`src/rtl/coin_frontend_pkg.sv`:
```
// Shared definitions for the coin-slot front end: debounce state encoding and defaults.
package coin_frontend_pkg;

    typedef enum logic [1:0] {
        IDLE       = 2'd0,
        PRESS_WAIT = 2'd1,
        PRESSED    = 2'd2,
        REL_WAIT   = 2'd3
    } db_state_t;

    // 10 ms at 50 MHz
    localparam int DEBOUNCE_CYCLES_DEF = 500000;
    localparam int PEND_W_DEF          = 3;

endpackage

```
`src/rtl/coin_debounce.sv`:
```
// One coin button: two-flop synchroniser, debounce FSM and stability counter.
// Emits a single-cycle press pulse per debounced press; holding the button yields one press.
module coin_debounce
    import coin_frontend_pkg::*;
#(
    parameter int DEBOUNCE_CYCLES = DEBOUNCE_CYCLES_DEF
) (
    input  logic clk_50MHz,
    input  logic reset,
    input  logic raw,
    output logic press
);

    localparam int CNT_W = $clog2(DEBOUNCE_CYCLES);
    localparam logic [CNT_W-1:0] CNT_LAST = CNT_W'(DEBOUNCE_CYCLES - 1);

    logic             sync1;
    logic             sync2;
    db_state_t        state;
    db_state_t        state_next;
    logic [CNT_W-1:0] cnt;
    logic [CNT_W-1:0] cnt_next;
    logic             press_next;

    always_ff @(posedge clk_50MHz or negedge reset) begin
        if (!reset) begin
            sync1 <= 1'b0;
            sync2 <= 1'b0;
            state <= IDLE;
            cnt   <= '0;
            press <= 1'b0;
        end else begin
            sync1 <= raw;
            sync2 <= sync1;
            state <= state_next;
            cnt   <= cnt_next;
            press <= press_next;
        end
    end

    // The counter only advances while the synchronised level stays at the awaited value.
    always_comb begin
        state_next = state;
        cnt_next   = cnt;
        press_next = 1'b0;
        case (state)
            IDLE: begin
                if (sync2) begin
                    state_next = PRESS_WAIT;
                    cnt_next   = '0;
                end
            end
            PRESS_WAIT: begin
                if (!sync2) begin
                    state_next = IDLE;
                    cnt_next   = '0;
                end else if (cnt == CNT_LAST) begin
                    state_next = PRESSED;
                    press_next = 1'b1;
                end else begin
                    cnt_next = cnt + CNT_W'(1);
                end
            end
            PRESSED: begin
                if (!sync2) begin
                    state_next = REL_WAIT;
                    cnt_next   = '0;
                end
            end
            REL_WAIT: begin
                if (sync2) begin
                    state_next = PRESSED;
                end else if (cnt == CNT_LAST) begin
                    state_next = IDLE;
                end else begin
                    cnt_next = cnt + CNT_W'(1);
                end
            end
            default: begin
                state_next = IDLE;
                cnt_next   = '0;
            end
        endcase
    end

endmodule

```
`src/rtl/coin_frontend.sv`:
```
// Coin-slot front end: debounced presses are queued per coin type and released
// one token per slow-clock interval, 1-yuan first, never both outputs at once.
module coin_frontend
    import coin_frontend_pkg::*;
#(
    parameter int DEBOUNCE_CYCLES = DEBOUNCE_CYCLES_DEF,
    parameter int PEND_W          = PEND_W_DEF
) (
    input  logic              clk_50MHz,
    input  logic              reset,
    input  logic              raw_in1,
    input  logic              raw_in0_5,
    input  logic              slow_tick,
    output logic              in1,
    output logic              in0_5,
    output logic [PEND_W-1:0] pend1,
    output logic [PEND_W-1:0] pend0_5,
    output logic              coin_lost
);

    localparam logic [PEND_W-1:0] PEND_MAX = '1;

    logic              press1;
    logic              press0_5;
    logic              disp1;
    logic              disp0_5;
    logic [PEND_W-1:0] pend1_next;
    logic [PEND_W-1:0] pend0_5_next;
    logic              lost1;
    logic              lost0_5;

    coin_debounce #(.DEBOUNCE_CYCLES(DEBOUNCE_CYCLES)) u_db_in1 (
        .clk_50MHz (clk_50MHz),
        .reset     (reset),
        .raw       (raw_in1),
        .press     (press1)
    );

    coin_debounce #(.DEBOUNCE_CYCLES(DEBOUNCE_CYCLES)) u_db_in0_5 (
        .clk_50MHz (clk_50MHz),
        .reset     (reset),
        .raw       (raw_in0_5),
        .press     (press0_5)
    );

    // Arbitration looks at the queue depths before this cycle's presses land.
    always_comb begin
        disp1   = slow_tick && (pend1 != '0);
        disp0_5 = slow_tick && (pend1 == '0) && (pend0_5 != '0);

        pend1_next = pend1;
        lost1      = 1'b0;
        if (press1 && !disp1) begin
            if (pend1 == PEND_MAX) lost1 = 1'b1;
            else                   pend1_next = pend1 + PEND_W'(1);
        end else if (!press1 && disp1) begin
            pend1_next = pend1 - PEND_W'(1);
        end

        pend0_5_next = pend0_5;
        lost0_5      = 1'b0;
        if (press0_5 && !disp0_5) begin
            if (pend0_5 == PEND_MAX) lost0_5 = 1'b1;
            else                     pend0_5_next = pend0_5 + PEND_W'(1);
        end else if (!press0_5 && disp0_5) begin
            pend0_5_next = pend0_5 - PEND_W'(1);
        end
    end

    always_ff @(posedge clk_50MHz or negedge reset) begin
        if (!reset) begin
            in1       <= 1'b0;
            in0_5     <= 1'b0;
            pend1     <= '0;
            pend0_5   <= '0;
            coin_lost <= 1'b0;
        end else begin
            // Tokens are held for a whole interval so the slow FSM samples each once.
            if (slow_tick) begin
                in1   <= disp1;
                in0_5 <= disp0_5;
            end
            pend1   <= pend1_next;
            pend0_5 <= pend0_5_next;
            if (lost1 || lost0_5) coin_lost <= 1'b1;
        end
    end

endmodule

```
`config.mk`:
```
export PLATFORM = sky130hd
export DESIGN_NAME = coin_frontend
export DESIGN_NICKNAME = d
export VERILOG_FILES = /design/src/rtl/coin_frontend_pkg.sv /design/src/rtl/coin_debounce.sv /design/src/rtl/coin_frontend.sv
export SDC_FILE = /design/constraint.sdc
export NUM_CORES = 1
export LEC_CHECK = 0
export BUFFER_PORTS_ARGS = -buffer_cell sky130_fd_sc_hd__buf_2
export CORE_MARGIN = 5
export CORE_UTILIZATION = 40
export CTS_CLUSTER_DIAMETER = 120
export DETAILED_ROUTE_END_ITERATION = 8
export GPL_ROUTABILITY_DRIVEN = 0
export HOLD_SLACK_MARGIN = 0.08
export SLEW_MARGIN = 15
export SYNTH_ARGS = -nofsm -noshare
export SYNTH_HDL_FRONTEND = slang
export SYNTH_SLANG_ARGS = --single-unit
export TNS_END_PERCENT = 30
```
`constraint.sdc`:
```
create_clock -name clk_50MHz -period 4.5 [get_ports clk_50MHz]
set_clock_uncertainty 0.1 [all_clocks]
set_input_delay 0.675 -clock clk_50MHz [delete_from_list [all_inputs] [get_ports clk_50MHz]]
set_output_delay 0.675 -clock clk_50MHz [all_outputs]
set_load 0.03 [all_outputs]
```
# --- After elaboration in Yosys (flattened, before gate mapping) ---
# Index checks and enable logic that the tools add are counted.
word_totals:
  register_bits: 57
  input_bits: 5
  out_inout_bits: 9
  word_cells: 110
op_classes:
  n_addsub: 6
  n_eq_ne: 22
  muxes: 42
  n_reduce_logical: 25
op_table:
  columns: ["operator", "count"]
  rows:
  - ["two-way mux 19 bit", 10]
  - ["case mux 19 bit (4 select lines)", 2]
  - ["adder 19 x 1 -> 19 bit (second input constant)", 2]
  - ["== test 19 bit (second input constant)", 2]
  - ["two-way mux 2 bit", 12]
  - ["two-way mux 3 bit", 6]
  - ["case mux 2 bit (4 select lines)", 2]
  - ["inequality test 2 bit (second input constant)", 6]
  - ["two-way mux 1 bit", 10]
  - ["== test 2 bit (second input constant)", 4]
  - ["AND reduction 4 bit", 2]
  - ["logical AND 1 bit", 7]
  - ["adder 3 x 1 -> 3 bit (second input constant)", 2]
  - ["== test 3 bit (second input constant)", 2]
  - ["inequality test 3 x 1 -> 1 bit (second input constant)", 2]
  - ["inequality test 3 bit (second input constant)", 2]
  - ["AND reduction 3 bit", 2]
  - ["nonzero test 3 bit", 2]
  - ["subtractor 3 x 1 -> 3 bit (second input constant)", 2]
  - ["== test 2 x 1 -> 1 bit (second input constant)", 2]
  - ["zero test 1 bit", 4]
  - ["zero test 2 bit", 2]
  - ["inequality test 2 x 1 -> 1 bit (second input constant)", 2]
  - ["AND reduction 2 bit", 2]
  - ["3 further kinds", 4]

# --- Logic depth before layout (Yosys ltp) ---
logic_depth:
  ltp_word: 7
  mapped_depth: 8
  mapped_depth_nobuf: 7

# --- Cells and area by module ---
# From an unflattened synthesis, not the netlist that was laid out.
unflattened:
  cells_unflattened: 393
  area_unflattened_um2: 3744.8
by_module_without_submodules:
  columns: ["mod", "instances", "cells_each", "area_per_inst_um2", "seq_area_each_um2"]
  rows:
  - ["coin_debounce", 2, 152, 1497.7, 600.6]
  - ["coin_frontend", 1, 89, 749.5, 225.2]

# --- Worst setup path before layout ---
# Ideal clock, no wire load.
synth_path:
  path_type: "flip-flop to flip-flop"
  startpoint: "register pend0_5[0]"
  endpoint: "register pend0_5[2]"
  setup_ps: 120
  t_arrival_ps: 2278
  t_required_ps: 4280
  path_slack_ps: 2002
  path_stages_with_launch: 7
  path_buffers: 1
  period_less_slack_ps: 2498
  path_cell_list: "dfrtp_1 -> clkbuf_1 -> o311ai_2 -> nand2_1 -> fa_1 -> or3_1 -> a31o_2"
synth_via:
  elab_chain_len: 6
  elab_cells_between_ends: 14
  classes_between: "2 x add/sub; 2 x eq/ne; 3 x mux; 7 x reduce/logical"
synth_rtl:
  columns: ["element", "line_no", "rtl"]
  rows:
  - ["from (decl)", "coin_frontend.sv:17", "output logic [PEND_W-1:0] pend0_5,"]
  - ["from (signal assigned)", "coin_frontend.sv:84", "pend0_5 <= pend0_5_next;"]
  - ["branches (longest 6 deep; another with subtractor 3 x 1 -> 3 bit)", null, null]
# Parallel ways; which one is timed is not known. The select of a mux whose other input is x is not followed.
# A chain may end at the register's enable or synchronous reset.

# --- Final worst setup path ---
layout_path:
  startpoint: "register pend0_5[1]"
  endpoint: "register pend0_5[2]"
# Same word-level chain as after synthesis.

==> metrics.yaml <==
floorplanning:
  die_x_um: 101
  dieArea_um2: 10300
  num_rows: 33
  start_util_pct: 41.0
  ioPinCount: 14
  coreArea_um2: 8180
  fp.dieH_um: 101
setup_path:
  reg2reg_depth: 5
  critPathKind: "reg -> reg"
  required_ns: 4.62
  cp_max_fo: 9
  cp-start-kind: "register"
  critical_path.startpoint: "pend0_5[1]$_DFFE_PN0P_"
  end_kind: "register"
  worst_ep_arrival_time_ns: 2.60
  crit-reg2reg-launch: "pend0_5[1]$_DFFE_PN0P_"
  setup.worst_path.end: "pend0_5[2]$_DFFE_PN0P_"
  r2r_slack_ns: 2.02
  reg2reg_to: "pend0_5[2]$_DFFE_PN0P_"
logic_synthesis:
  yosysMostFrequentCell: "dfrtp_1"
  syn-num-nets: 383
  ys_ff_latch: 57
  synth_edf_count: 0
  synth_commonest_cells: "dfrtp_1 (57), nand2_1 (47), o21ai_0 (43)"
  netlist_instances: 374
  avgSynthCellArea_um2: 8.95
  yosysSeqAreaShare_pct: 42.6
  synth_cell_types: 61
  synth_area_um2: 3350
  ys.flop_type: "dfrtp_1"
  synth_area_leader_cell: "dfrtp_1"
  synth_area_leaders: "dfrtp_1 (43%), o21ai_0 (6.4%), nand2_1 (5.3%)"
  synth.top_cell.area_share_pct: 42.6
  yosys_warnings: 0
  async_flop_share_pct: 100
routing:
  drt_iter0_markers: 159
  drc: 0
  drtAntennaViolNets: 0
  drt-vias-per-instance: 5.74
  via_count: 2806
  drt_wl_total_mm: 7.02
  wire_per_inst_um: 14.3
  dr.pass1.iters: 4
sta:
  period_needed_ns: 2.48
  hold_viol_final: 0
  fmax_mhz: 403
  setup-tns-final_ns: 0
  max_slew.worst_pin.slew_ns: 0.749
  finalMaxSlewViolations: 0
  rsz0062_at_grt: "no"
  setup_viol: 0
  slew_headroom_pct: 49.7
  timing.final.crit_share_pct: 55.2
placement:
  portBuffers: 13
  hpwlAfterDp_mm: 4.64
  placed_area_um2: 3460
global_routing:
  grt_overflow_total: 0
  grt_usage_pct: 15.1
  grt_pass1_vias: 2678
  grt_max_degree: 58
  grt_pass1_wl_mm: 12.5
  antenna_found_initial: 0
cts:
  cts_resized: 0
  cts_max_path_buffers: 2
  numCtsBuffers: 9
  cts_setup_buffers: 0
  cts-root-buf: "clkbuf_8"
  clk_pin_slew_ns: 0.06
  worstSkewPairLatency_ns: 0.33
  cts_max_level: 3
  cts_hold_buf: 0
  cts_sinks: 57
  cts_tree: "done"
run:
  drv_cap: 0
cells_and_area:
  final_core_util_pct: 44.4
  drive_above_1_share_pct: 12.5
  antenna_cells: 0
  areaGrowthSynthToFinish_pct: 8.45
  final_cell_area_um2: 3630
  layout.nets: 388
min_path:
  hold_class: "reg -> reg"
  hp-start: "u_db_in1.sync1$_DFF_PN0_"
outcome:
  status: "completed"
power_and_ir_drop:
  ir_drop_v: 0.000130
  power.density_nw_per_um2: 335
  power.leakage_nw: 1.45
-- flip-flops by register name, summed over array words and instances (netlist names), named ones only --
| name | cells |
|---|---|
| u_db_in0_5.cnt | 19 |
| u_db_in1.cnt | 19 |
| pend0_5 | 3 |
| pend1 | 3 |
| coin_lost | 1 |
| in0_5 | 1 |
| in1 | 1 |
| u_db_in0_5.press | 1 |
| u_db_in0_5.state | 1 |
| u_db_in0_5.sync1 | 1 |
| u_db_in0_5.sync2 | 1 |
| u_db_in1.press | 1 |
| u_db_in1.state | 1 |
| u_db_in1.sync1 | 1 |
| u_db_in1.sync2 | 1 |
-- cell type report --
type	instances	area, µm²
Tap cell	105	131
Clock inverter	3	15.0
Sequential cell	57	1430
Timing Repair Buffer	14	72.6
Multi-Input combinational cell	292	1810
Clock buffer	13	159
Inverter	5	18.8
Fill cell	827	4540
-- critical path: stages, from the launching register on --
cell and delay, ns:
dfrtp_1 0.48, o311ai_2 0.59, nand2_1 0.16, fa_1 0.42
or3_1 0.38, a31o_2 0.24
-- where the power goes --
group	leakage [nW]	switching (mW)	internal, mW
clock network	0.0932	0.201	0.228
logic	0.589	0.123	0.0741
registers	0.768	0.0531	0.536
total	1.45	0.377	0.838
-- kinds of logic after synthesis --
group           after synthesis  synth area share [%]
mux                           5                  1.68
simple gates                164                  27.2
flops                        57                  42.6
compound gates              104                  19.2
buf+inv                      25                  3.40
xor+xnor                     15                  3.92
fa+ha+maj                     4                  1.94
-- how the worst min path moves through the flow --
stage / endpoint / cells past startpoint
after floorplan: u_db_in0_5.sync2$_DFF_PN0_ / 0
after global placement: u_db_in0_5.sync2$_DFF_PN0_ / 0
after detailed placement: u_db_in1.sync2$_DFF_PN0_ / 0
after CTS: u_db_in1.sync2$_DFF_PN0_ / 0
after global routing: u_db_in0_5.sync2$_DFF_PN0_ / 0
final: u_db_in1.sync2$_DFF_PN0_ / 0
-- per-stage QoR --
step           power [mW]  hold slack [ns]  std cells  setup slack, ns
2_1_floorplan       0.747            0.231        374             2.00
3_5_place_dp        0.797            0.236        473             2.02
3_3_place_gp        0.792            0.234        473             2.06
6_report             1.22            0.248        489             2.02
4_1_cts              1.23            0.250        489             2.02
5_1_grt              1.29            0.270        489             1.86
-- placed cells by master (no fill, tap or decap), drive strengths merged, types with 2 or more instances in the layout --
cell and instances:
and2 7, nand2b 4, a31o 2, nand3 23, clkbuf 13, xnor2 9
clkinv 3, o2111ai 2, dfrtp 57, o211ai 3, or4 2, a41oi 2
inv 5, o41ai 4, or3 4, a31oi 12, fa 2, ha 2
nor2b 3, mux2 2, o21ai 43, a211oi 4, nand2 48, a211o 3
and3 7, and4 2, nor3 15, o311ai 2, xor2 6, mux2i 3
a22oi 2, nand4 10, or2 3, buf 14, a21oi 17, o31ai 5
nor4 5, nor2 21, nor4b 3
-- routing by layer --
| metal | up-vias | wire (µm) | share of wire, % | track usage (%) |
|---|---|---|---|---|
| met1 | 1368 | 3590 | 51 | 21.2 |
| li1 | 1394 | - | - | - |
| met2 | 37 | 3060 | 44 | 22.3 |
| met4 | 0 | 108 | 1.5 | 6.34 |
| met5 | - | 0 | 0 | 0 |
| met3 | 7 | 260 | 3.7 | 3.44 |
(Power assumes the default switching activity.)
